--- src/rtl/sdam_pkg.sv ---
// sdam_pkg: shared constants and state encoding for the SDAM write-frame scheduler.
package sdam_pkg;
  localparam int ADDR_W_DEF = 8;
  localparam int DATA_W_DEF = 16;
  localparam int GAP_DEF = 2;
  localparam int CNT_W = 5;
  localparam logic CMD_WRITE = 1'b1;
  localparam logic START_BIT = 1'b0;
  typedef enum logic [2:0] {IDLE, START, CMD, ADDR, DATA, STOP} state_e;
endpackage

--- src/rtl/sdam_frame_sched_if.sv ---
// sdam_frame_sched_if: two-requester write bus plus serial SDA drive of the frame scheduler.
interface sdam_frame_sched_if #(
  parameter int ADDR_W = 8,
  parameter int DATA_W = 16
);
  logic              req0, req1, gnt0, gnt1, done0, done1;
  logic [ADDR_W-1:0] addr0, addr1;
  logic [DATA_W-1:0] data0, data1;
  logic              sda_o, sda_oe, busy;
  modport master (
    output req0, addr0, data0, req1, addr1, data1,
    input  gnt0, gnt1, done0, done1, sda_o, sda_oe, busy
  );
  modport slave (
    input  req0, addr0, data0, req1, addr1, data1,
    output gnt0, gnt1, done0, done1, sda_o, sda_oe, busy
  );
endinterface

--- src/rtl/sdam_rr_arb.sv ---
// sdam_rr_arb: 2-way round-robin arbiter; the pointer flips away from each winner.
module sdam_rr_arb (
  input  logic       clk,
  input  logic       rst_n,
  input  logic [1:0] req,
  input  logic       arb_en,
  output logic [1:0] gnt_onehot
);
  logic rr_q;
  always_comb gnt_onehot = !arb_en ? 2'b00 : (&req) ? (rr_q ? 2'b10 : 2'b01) : req;
  always_ff @(posedge clk or negedge rst_n)
    if (!rst_n) rr_q <= 1'b0;
    else if (|gnt_onehot) rr_q <= gnt_onehot[0];
endmodule

--- src/rtl/sdam_frame_sched.sv ---
// sdam_frame_sched: arbitrates two write requesters and serializes one START/CMD/ADDR/DATA/STOP
// frame per grant onto SDA, LSB first.
module sdam_frame_sched
  import sdam_pkg::*;
#(
  parameter int ADDR_W = ADDR_W_DEF,
  parameter int DATA_W = DATA_W_DEF,
  parameter int GAP = GAP_DEF
) (
  input logic scl,
  input logic reset_n,
  sdam_frame_sched_if.slave bus
);
  localparam int SH_W = ADDR_W + DATA_W;
  state_e            state_q, state_d;
  logic [CNT_W-1:0]  cnt_q, cnt_d;
  logic [SH_W-1:0]   sh_q, sh_d;
  logic              owner_q, owner_d, sda_q, sda_d, oe_q, oe_d;
  logic              gnt0_q, gnt1_q, done0_q, done1_q, done_d;
  logic [1:0]        gnt_oh;
  logic              last, arb_en;
  assign last = cnt_q == '0;
  assign arb_en = state_q == IDLE || (state_q == STOP && last);
  sdam_rr_arb u_arb (
    .clk(scl),
    .rst_n(reset_n),
    .req({bus.req1, bus.req0}),
    .arb_en(arb_en),
    .gnt_onehot(gnt_oh)
  );
  always_comb begin
    state_d = state_q;
    cnt_d = cnt_q;
    sh_d = sh_q;
    owner_d = owner_q;
    case (state_q)
      IDLE, STOP: begin
        if (arb_en) state_d = |gnt_oh ? START : IDLE;
        else cnt_d = cnt_q - 1'b1;
      end
      START: state_d = CMD;
      CMD: begin
        state_d = ADDR;
        cnt_d = CNT_W'(ADDR_W - 1);
      end
      ADDR: begin
        sh_d = sh_q >> 1;
        state_d = last ? DATA : ADDR;
        cnt_d = last ? CNT_W'(DATA_W - 1) : cnt_q - 1'b1;
      end
      DATA: begin
        sh_d = sh_q >> 1;
        state_d = last ? STOP : DATA;
        cnt_d = last ? CNT_W'(GAP - 1) : cnt_q - 1'b1;
      end
      default: state_d = IDLE;
    endcase
    if (|gnt_oh) begin
      sh_d = gnt_oh[1] ? {bus.data1, bus.addr1} : {bus.data0, bus.addr0};
      owner_d = gnt_oh[1];
    end
    // Output registers carry the value of the state being entered, so SDA lines up with state_q.
    sda_d = state_d == START ? START_BIT : state_d == CMD ? CMD_WRITE :
            (state_d == ADDR || state_d == DATA) ? sh_d[0] : 1'b1;
    oe_d = state_d != IDLE;
    done_d = state_q == DATA && last;
  end
  always_ff @(posedge scl or negedge reset_n)
    if (!reset_n) begin
      state_q <= IDLE;
      cnt_q <= '0;
      sh_q <= '0;
      owner_q <= 1'b0;
      sda_q <= 1'b1;
      oe_q <= 1'b0;
      gnt0_q <= 1'b0;
      gnt1_q <= 1'b0;
      done0_q <= 1'b0;
      done1_q <= 1'b0;
    end else begin
      state_q <= state_d;
      cnt_q <= cnt_d;
      sh_q <= sh_d;
      owner_q <= owner_d;
      sda_q <= sda_d;
      oe_q <= oe_d;
      gnt0_q <= gnt_oh[0];
      gnt1_q <= gnt_oh[1];
      done0_q <= done_d && !owner_q;
      done1_q <= done_d && owner_q;
    end
  assign bus.gnt0 = gnt0_q;
  assign bus.gnt1 = gnt1_q;
  assign bus.done0 = done0_q;
  assign bus.done1 = done1_q;
  assign bus.sda_o = sda_q;
  assign bus.sda_oe = oe_q;
  assign bus.busy = state_q != IDLE;
endmodule
--- src/flat_wrapper.sv ---
// flat-port wrapper written by rule: the top's interface ports become plain ports
module sdam_frame_sched_flat import sdam_pkg::*;
#(
  parameter int ADDR_W = ADDR_W_DEF,
  parameter int DATA_W = DATA_W_DEF,
  parameter int GAP = GAP_DEF
)
  (scl, reset_n, bus_req0, bus_addr0, bus_data0, bus_req1, bus_addr1, bus_data1, bus_gnt0, bus_gnt1, bus_done0, bus_done1, bus_sda_o, bus_sda_oe, bus_busy);
  sdam_frame_sched_if #(.ADDR_W(ADDR_W), .DATA_W(DATA_W)) bus_i ();
  input logic scl;
  input logic reset_n;
  input wire logic [$bits(bus_i.req0)-1:0] bus_req0;
  input wire logic [$bits(bus_i.addr0)-1:0] bus_addr0;
  input wire logic [$bits(bus_i.data0)-1:0] bus_data0;
  input wire logic [$bits(bus_i.req1)-1:0] bus_req1;
  input wire logic [$bits(bus_i.addr1)-1:0] bus_addr1;
  input wire logic [$bits(bus_i.data1)-1:0] bus_data1;
  output wire logic [$bits(bus_i.gnt0)-1:0] bus_gnt0;
  output wire logic [$bits(bus_i.gnt1)-1:0] bus_gnt1;
  output wire logic [$bits(bus_i.done0)-1:0] bus_done0;
  output wire logic [$bits(bus_i.done1)-1:0] bus_done1;
  output wire logic [$bits(bus_i.sda_o)-1:0] bus_sda_o;
  output wire logic [$bits(bus_i.sda_oe)-1:0] bus_sda_oe;
  output wire logic [$bits(bus_i.busy)-1:0] bus_busy;
  assign bus_i.req0 = bus_req0;
  assign bus_i.addr0 = bus_addr0;
  assign bus_i.data0 = bus_data0;
  assign bus_i.req1 = bus_req1;
  assign bus_i.addr1 = bus_addr1;
  assign bus_i.data1 = bus_data1;
  assign bus_gnt0 = bus_i.gnt0;
  assign bus_gnt1 = bus_i.gnt1;
  assign bus_done0 = bus_i.done0;
  assign bus_done1 = bus_i.done1;
  assign bus_sda_o = bus_i.sda_o;
  assign bus_sda_oe = bus_i.sda_oe;
  assign bus_busy = bus_i.busy;
  sdam_frame_sched #(.ADDR_W(ADDR_W), .DATA_W(DATA_W), .GAP(GAP)) u_core (.scl(scl), .reset_n(reset_n), .bus(bus_i));
endmodule
--- config.mk ---
export PLATFORM = sky130hd
export DESIGN_NAME = sdam_frame_sched_flat
export DESIGN_NICKNAME = d
export VERILOG_FILES = /design/src/rtl/sdam_pkg.sv /design/src/rtl/sdam_frame_sched_if.sv /design/src/rtl/sdam_rr_arb.sv /design/src/rtl/sdam_frame_sched.sv /design/src/flat_wrapper.sv
export SDC_FILE = /design/constraint.sdc
export NUM_CORES = 1
export LEC_CHECK = 0
export ABC_AREA = 1
export CAP_MARGIN = 40
export CORE_MARGIN = 2
export CORE_UTILIZATION = 43
export CTS_CLUSTER_SIZE = 24
export DETAILED_ROUTE_END_ITERATION = 10
export GPL_TIMING_DRIVEN = 0
export HOLD_SLACK_MARGIN = 0.08
export PLACE_DENSITY_LB_ADDON = 0.08
export SYNTH_ARGS = -nofsm -noshare
export SYNTH_HDL_FRONTEND = slang
export SYNTH_HIERARCHICAL = 1
export SYNTH_SLANG_ARGS = --single-unit
--- constraint.sdc ---
create_clock -name scl -period 2.3 [get_ports scl]
set_input_delay 0.46 -clock scl [delete_from_list [all_inputs] [get_ports scl]]
set_output_delay 0.46 -clock scl [all_outputs]
set_load 0.02 [all_outputs]
[After elaboration in Yosys (flattened, before gate mapping)]
Index checks and enable logic that the tools add are counted.
Word-level totals
  output and inout bits: 7
  bits in latches: 0
  logic and storage cells: 59
  bits in registers: 40
  memories: 0
  bits in read-only memories: 0
  memory bits (writable): 0
Operators by class
  $mul: 0
  eq/ne operators: 10
  muxes and demuxes: 18
  div/mod/pow operators: 0
  bitwise logic cells: 0
  add/sub/neg operators: 1
  shift operators: 0
  reductions and logical operators: 18
  magnitude comparators: 0
Operators with widths (count)
  two-way mux 24 bit: 3
  case mux 5 bit (4 select lines): 1
  two-way mux 5 bit: 3
  case mux 3 bit (5 select lines): 1
  == test 3 x 2 -> 1 bit, second input constant: 4
  == test 3 bit, second input constant: 3
  == test 3 x 1 -> 1 bit, second input constant: 2
  two-way mux 2 bit: 3
  two-way mux 3 bit: 2
  nonzero test 3 bit: 2
  OR reduction 2 bit: 3
  zero test 5 bit: 1
  two-way mux 1 bit: 5
  subtractor 5 x 1 -> 5 bit, second input constant: 1
  logical AND 1 bit: 4
  AND reduction 2 bit: 2
  nonzero test 4 bit: 1
  zero test 3 bit: 1
  logical OR 1 bit: 2
  inequality test 2 bit, second input constant: 1
  nonzero test 2 bit: 1
  zero test 1 bit: 1

[Logic depth before layout (Yosys ltp)]
Gate-level depths: netlist (run 1).
  word-level depth: 13
  depth in mapped cells: 19

[Hierarchy]
Netlist (run 1), hierarchy kept.
Modules (own cells, without submodules)
  sdam_frame_sched: instances 1, cells each 243, sequential area each 977.2 µm², area each 1994.4 µm²
  sdam_rr_arb: instances 1, cells each 11, sequential area each 25.0 µm², area each 63.8 µm²

[Worst setup path after synthesis (run 1)]
No wires, ideal clock.
  path kind: register to register
  from: reg u_core.cnt_q[0]
  to: reg u_core.sh_q[13]
  setup time: 129 ps
  cell stages (with the launch flop): 18
  path slack: 172 ps
  arrival time: 2000 ps
  buffers on the path: 2
  cell sequence: dfrtp_1 -> inv_1 -> ha_1 -> inv_1 -> nor2_1 -> nand2_1 -> o21ai_0 -> nand2_1 -> a21oi_1 -> buf_2 -> inv_1 -> nand2_1 -> inv_1 -> nand2_1 -> inv_2 -> buf_6 -> nand2_1 -> nand3_1
On the way
  longest elaborated chain between the ends: 6
  elaborated cells on any way between the ends: 8
RTL lines
  from (decl): line sdam_frame_sched.sv:16  | logic [CNT_W-1:0] cnt_q, cnt_d;
  from (signal assigned): line sdam_frame_sched.sv:82  | cnt_q <= cnt_d;
  zero test 5 bit (*): line sdam_frame_sched.sv:22  | assign last = cnt_q == '0;
  logical AND 1 bit (*): line sdam_frame_sched.sv:23  | assign arb_en = state_q == IDLE || (state_q == STOP && last);
  logical OR 1 bit (*): line sdam_frame_sched.sv:23
  net u_core.arb_en: line sdam_frame_sched.sv:21  | logic last, arb_en;
  two-way mux 2 bit (*): line sdam_rr_arb.sv:10  | always_comb gnt_onehot = !arb_en ? 2'b00 : (&req) ? (rr_q ? 2'b10 : 2'b01) : req;
  net u_core.gnt_oh[1]: line sdam_frame_sched.sv:20  | logic [1:0] gnt_oh;
  two-way mux 24 bit / OR reduction 2 bit (equally long branches): line sdam_frame_sched.sv:59, sdam_frame_sched.sv:58
  two-way mux 24 bit / nonzero test 2 bit (equally long branches)
  to (signal assigned): line sdam_frame_sched.sv:72  | sh_q <= '0;
  to (signal assigned): line sdam_frame_sched.sv:83  | sh_q <= sh_d;
  to (decl): line sdam_frame_sched.sv:17  | logic [SH_W-1:0] sh_q, sh_d;
The timed path passes the listed nets; every way through them passes the cells marked *.
A chain may end at the register's enable or synchronous reset.

[Worst setup path in the final report (run 1)]
  from: reg u_core.cnt_q[1]
  to: reg u_core.sh_q[13]
Same word-level chain as after synthesis.

==> summary.md, run 1 <==
| Metric | Value |
|---|---|
| Synth Warn # | 6 |
| Most frequent cell after synthesis | nand2_1 |
| Proportion of layout cells with a drive suffix above 1 | 14.02% |
| ANT nets after route | 0 |
| Drt drc | 0 |
| Cts hold-fix bufs | 0 |
| Global route overflow | 0 |
| Setup Crit Path Kind | flop to flop |
| Initial DRC count | 109 |
| Syn Area/Cell | 8.103 um^2 |
| Vias | 1,933 |
| Diode count | 0 |
| Unique cell type count in the Yosys netlist | 25 |
| CP Launch Type | flop |
| Die Area | 0.005356 mm^2 |
| Inst Count DP | 367 |
| Drt pass-1 iters | 4 |
| CP Capture Type | flop |
| Area growth syn-to-layout | 42.67% |
| Fmax | 0.4609 GHz |
| P per Cell Area | 1006 mW/mm^2 |
| Initial antenna violation count | 0 |
| Crit-path max FO | 10 |
| Gate power share | 45.7% |
| Clock skew | 2.873 ps |
| H-tree levels | 2 |
| CP arrival | 2330 ps |
| Total Routing Usage GR | 19.50% |
| Maximum vdd drop | 375.6 uV |
| Register share of total power | 37.1% |
| Most Used Layer, Global Route | met2 |
| FP Rows | 25 |
| GR Util met2 | 31.23% |
| Hold Crit Class | input pin to async pin |
| GR Layer Usage met1 | 27.07% |
| NetSw | 1.161 mW |
| Status | completed |
| First-pass GRT wire length | 8217 um |
| Routed WL | 4794 um |
| CTS sink cnt | 40 |
| Sw frac | 39.29% |
| Cts bufs inserted | 5 |
| Max cap viols | 0 |
| Register bit total from synthesis | 40 |
| Max Slew Vio Count | 0 |
| Post-synth top cells | nand2_1, nand3_1, dfrtp_1 |
| Clock group share of total power | 17.1% |
| Drt wl/cell | 12.55 um |
| Horiz. Die Dim | 73.19 um |
| FFs w/ async S/R, synth | 100.0% |
| Deepest clock path buffer count | 2 |
| Num ports | 59 |
| Root buffer cell | clkbuf_8 |
| Final core occ | 63.01% |
| Core Footprint | 0.004661 mm^2 |
| Final worst-path setup slack | 130.2 ps |
| TritonCTS clock tree | yes |
| Routability congestion estimate | 0.7759 |
| Slew of the pin with the lowest slew margin | 495.3 ps |
| Tmin final | 2170 ps |
| GR Layer Usage met3 | 4.144% |
| Final hold viol count | 0 |
| Clock transition at path regs | 70 ps |
| Top cells by area, synth | dfrtp_1, nand3_1, nand2_1 |
| Post-synthesis sequential area ratio | 48.69% |
| Gate Count Post-Synth | 254 |
| Crit share post-route | 94.34% |
| Setup WS pre-CTS | -315.7 ps |
| Synthesized area | 0.002058 mm^2 |
| Pint | 1.794 mW |
| Main synth FF type | dfrtp_1 |
| Synth area leader | dfrtp_1 |
| Vias in the first global route | 1,858 |
| Critical Path RT | 2460 ps |
| Final setup violation count | 0 |
| Dpl hpwl | 3554 um |
| Synth top area share | 47.42% |
| EDFF count, synth | 0 |
| Die height | 73.19 um |
| Worst rel slew slack | 66.98% |
| Post-route insts no fill | 382 |
| Leak | 1.407 nW |
| Nets | 381 |
| IO buf count | 58 |
| Syn nets | 308 |
| Largest net degree at the start of global routing | 22 |
| Initial Util | 44.16% |
| Worst-skew pair later-pin latency | 290 ps |
| Vias per cell | 5.060 |
==> final timing paths <==
check	end	from	slack, ps	cells after the start
setup / recovery	u_core/sh_q[13]	u_core/cnt_q[1]	130	17
hold / removal	u_core/cnt_q[4]	reset_n	130	1
setup reg to reg	u_core/sh_q[13]	u_core/cnt_q[1]	130	17
hold reg to reg	u_core/bus.done0	u_core/owner_q	430	1
max in group asynchronous	u_core/bus.sda_o	reset_n	1620	2
min in group scl	u_core/bus.done0	u_core/owner_q	430	1
==> area by class of cell <==
cell class                 instances  area, um^2
buffer                            11       73.82
clock buffer                       8       100.1
fill                             399        1724
inverter                          26       97.59
multi-input combinational        177       939.7
sequential                        40        1002
tap                               54       67.56
timing repair buffer              66       655.6
==> state kept, by name, indices dropped and copies added, names as in the netlist <==
signal / count
u_core/bus.done0: 1
u_core/bus.done1: 1
u_core/bus.gnt0: 1
u_core/bus.gnt1: 1
u_core/bus.sda_o: 1
u_core/bus.sda_oe: 1
u_core/cnt_q: 5
u_core/owner_q: 1
u_core/sh_q: 24
u_core/state_q: 3
u_core/u_arb/rr_q: 1
==> critical path: stages, from the launching register on <==
cell and delay [ps]:
dfrtp_1 420, inv_2 70, ha_2 170, inv_1 50, nor2_2 80, nand2_2 90, o21ai_4 170, nand2_2 100
a21oi_4 130, buf_6 160, inv_1 60, nand2_2 80, inv_2 60, nand2_2 80, inv_2 60, buf_6 130
nand2_1 50, nand3_1 70
==> cell usage in the layout, fill, tap and decap left out, types with 2 or more instances in the layout <==
| cell | netlist | final |
|---|---|---|
| a22oi_1 | 23 | 23 |
| buf_2 | 6 | 5 |
| buf_4 | 0 | 7 |
| buf_6 | 2 | 3 |
| clkbuf_1 | 3 | 3 |
| clkbuf_8 | 0 | 7 |
| clkdlybuf4s50_1 | 0 | 57 |
| dfrtp_1 | 39 | 39 |
| inv_1 | 23 | 20 |
| inv_2 | 3 | 6 |
| nand2_1 | 65 | 61 |
| nand2_2 | 2 | 6 |
| nand3_1 | 53 | 53 |
| nor2_1 | 13 | 11 |
| nor2_2 | 1 | 2 |
| nor2_4 | 1 | 2 |
| o21ai_0 | 5 | 4 |
| o22ai_1 | 2 | 2 |
| xor2_1 | 2 | 2 |
==> per-stage QoR <==
step	TNS [ps]	power [mW]	hold WS, ps	area, um^2
detailed placement	-6572	2.370	418.1	2729
global placement	-16320	2.329	412.9	2706
floorplan	0	1.996	164.4	2058
finish	0	2.955	128.7	2937
global route	-237.6	3.230	162.7	2937
CTS	0	2.909	137.2	2864
==> layer usage <==
| metal | wire length (um) | up-vias |
|---|---|---|
| met4 | 34 | 0 |
| met2 | 2215 | 46 |
| li1 | - | 990 |
| met1 | 2340 | 892 |
| met3 | 203 | 5 |
| met5 | 0 | - |
==> timing repair <==
action | CTS | global route
resized for setup | 9 | 11
pin swaps | 1 | 3
buffers inserted | 2 | 5
setup endpoints to repair | 26 | 23
==> power by group through the flow <==
| stage | clock network (mW) | logic [mW] | registers [mW] |
|---|---|---|---|
| after global placement | 0 | 1.24 | 1.09 |
| after global routing | 0.555 | 1.55 | 1.13 |
| final | 0.507 | 1.35 | 1.10 |
| after CTS | 0.525 | 1.29 | 1.09 |
| after detailed placement | 0 | 1.27 | 1.10 |
| after floorplan | 0 | 0.914 | 1.08 |
==> cell families (layout without fill, tap and decap cells) <==
family | count (synthesis) | after routing | share of synthesized area (%)
adder cells (fa/ha/maj) | 2 | 2 | 1.216
buffers and inverters | 37 | 111 | 7.842
XOR/XNOR | 2 | 2 | 0.8512
flip-flops | 40 | 40 | 48.69
AND/OR/NAND/NOR | 139 | 139 | 30.03
AO/OA/AOI/OAI | 34 | 34 | 11.37
Note: power is estimated with default switching activity, not from simulation.
==> inputs of run 2 (changes only) <==
- REMOVE_ABC_BUFFERS: unset -> 1
==> summary.md, run 2 (synthesis gave the netlist of run 1 again) <==
| Metric | Value |
|---|---|
| Status | completed |
| Nets | 375 |
| Drt wl/cell | 12.89 um |
| Root buffer cell | clkbuf_8 |
| Horiz. Die Dim | 73.19 um |
| Drt pass-1 iters | 6 |
| Crit-path max FO | 5 |
| Reg with most FFs | u_core/sh_q |
| Tmin final | 2178 ps |
| Initial Util | 44.16% |
| Slew of the pin with the lowest slew margin | 440.9 ps |
| IO buf count | 58 |
| CP Capture Type | output port |
| Clock transition at path regs | 80 ps |
| Drt drc | 0 |
| Leak | 1.378 nW |
| Max cap viols | 0 |
| Clock skew | 6.726 ps |
| P per Cell Area | 974.1 mW/mm^2 |
| Largest registers | u_core/sh_q x24, u_core/cnt_q x5, u_core/state_q x3 |
| Crit path from | u_core/state_q[0] |
| Commonest non-fill, non-tap cell in the layout | nand2_1 |
| Routability congestion estimate | 0.8547 |
| Largest net degree at the start of global routing | 31 |
| Hold Crit Class | flop to flop |
| Maximum vdd drop | 354.6 uV |
| Initial antenna violation count | 0 |
| Core Footprint | 0.004661 mm^2 |
| Dpl hpwl | 3332 um |
| Num ports | 59 |
| Max reg flops | 24 |
| Critical Path RT | 1840 ps |
| Vias per cell | 5.189 |
| H-tree levels | 2 |
| GR Layer Usage met3 | 4.972% |
| Commonest non-fill, non-tap cells in the layout | nand2_1, clkdlybuf4s50_1, nand3_1 |
| Die height | 73.19 um |
| CP arrival | 1720 ps |
| Total power | 2.847 mW |
| Vias | 1,951 |
| Global route overflow | 0 |
| Total Routing Usage GR | 19.30% |
| ANT nets after route | 0 |
| Hold path start | u_core/owner_q |
| Initial DRC count | 126 |
| Final setup violation count | 0 |
| CP Launch Type | flop |
| Deepest clock path buffer count | 2 |
| GR Layer Usage met1 | 24.45% |
| TritonCTS clock tree | yes |
| Worst-skew pair later-pin latency | 290 ps |
| FP Rows | 25 |
| Fmax | 0.4591 GHz |
| First-pass GRT wire length | 8004 um |
| Area growth syn-to-layout | 42.01% |
| Proportion of layout cells with a drive suffix above 1 | 13.04% |
| Diode count | 0 |
| Reg2reg start | u_core/cnt_q[0] |
| Vias in the first global route | 1,778 |
| Final hold viol count | 0 |
| Crit share post-route | 94.70% |
| Worst rel slew slack | 70.50% |
| Die Area | 0.005356 mm^2 |
| Max Slew Vio Count | 0 |
| Setup Crit Path Kind | flop to output port |
| Routed WL | 4845 um |
| Most Used Layer, Global Route | met2 |
| Final core occ | 62.71% |
| GR Util met2 | 31.73% |
| Cts bufs inserted | 5 |
| CTS sink cnt | 40 |
## run 2: cell types whose count changed in the layout (fill, tap and decap cells not counted), sizes merged
cell,change
dlygate4sd3,+1
clkbuf,-4
clkinvlp,+2
buf,-4
inv,-1
## run 2: area by class of cell
class,count,area (um^2)
clock buffer,8,90.09
fill,410,1738
inverter,26,106.4
multi-input combinational,177,949.7
sequential,40,1002
tap,54,67.56
timing repair buffer,70,699.4
timing repair inverter,1,7.507
## run 2: critical path, stage by stage, from the launching register on
cell and delay [ps]:
dfrtp_1 430, nor2_1 230, nand2_1 190, clkdlybuf4s50_1 580
## run 2: power breakdown
part | leakage (nW) | total, mW | switching (mW) | internal, mW
logic | 0.817 | 1.27 | 0.776 | 0.496
registers | 0.515 | 1.09 | 0.143 | 0.948
clock network | 0.0455 | 0.484 | 0.239 | 0.245
total | 1.38 | 2.85 | 1.16 | 1.69
## run 2: final timing paths
path                                     to  slack, ps  depth (start not counted)
min in group asynchronous   u_core/cnt_q[4]        570                          2
hold reg to reg            u_core/bus.done0        430                          1
setup reg to reg             u_core/sh_q[1]        140                         14
max in group asynchronous   u_core/cnt_q[2]       1280                          3
hold / removal             u_core/bus.done0        430                          1
setup / recovery                   bus_busy        120                          3
## run 2: repair_timing
action	CTS	global route
resized for setup	12	10
endpoints found under the setup margin	27	24
cloned	1	0
hold buffers	1	0
pin swaps	1	3
endpoints found under the hold margin	9	0
buffers inserted	3	5
## run 2: metal layers
metal	routed length, um	part of all wire (%)	vias up
met2	2403	50	44
met4	59	1.2	0
li1	-	-	982
met5	0	0	-
met3	221	4.6	6
met1	2161	45	919
## run 2: metrics by stage
| stage | hold slack, ps | cells | cell area (um^2) | setup WS (ps) | TNS, ps |
|---|---|---|---|---|---|
| floorplan | 164.4 | 243 | 1994 | -974.5 | -22380 |
| global placement | 416.6 | 355 | 2643 | -2368 | -70060 |
| detailed placement | 356.0 | 358 | 2694 | -881.5 | -21350 |
| CTS | 429.5 | 371 | 2858 | 14.59 | 0 |
| global route | 461.7 | 376 | 2923 | -4.622 | -8.832 |
| finish | 429.7 | 376 | 2923 | 121.9 | 0 |
==> inputs of run 3 (changes only) <==
- REMOVE_ABC_BUFFERS: 1 -> unset
==> results of run 3 <==
The final DEF is identical to that of run 1; final timing and power are the same.
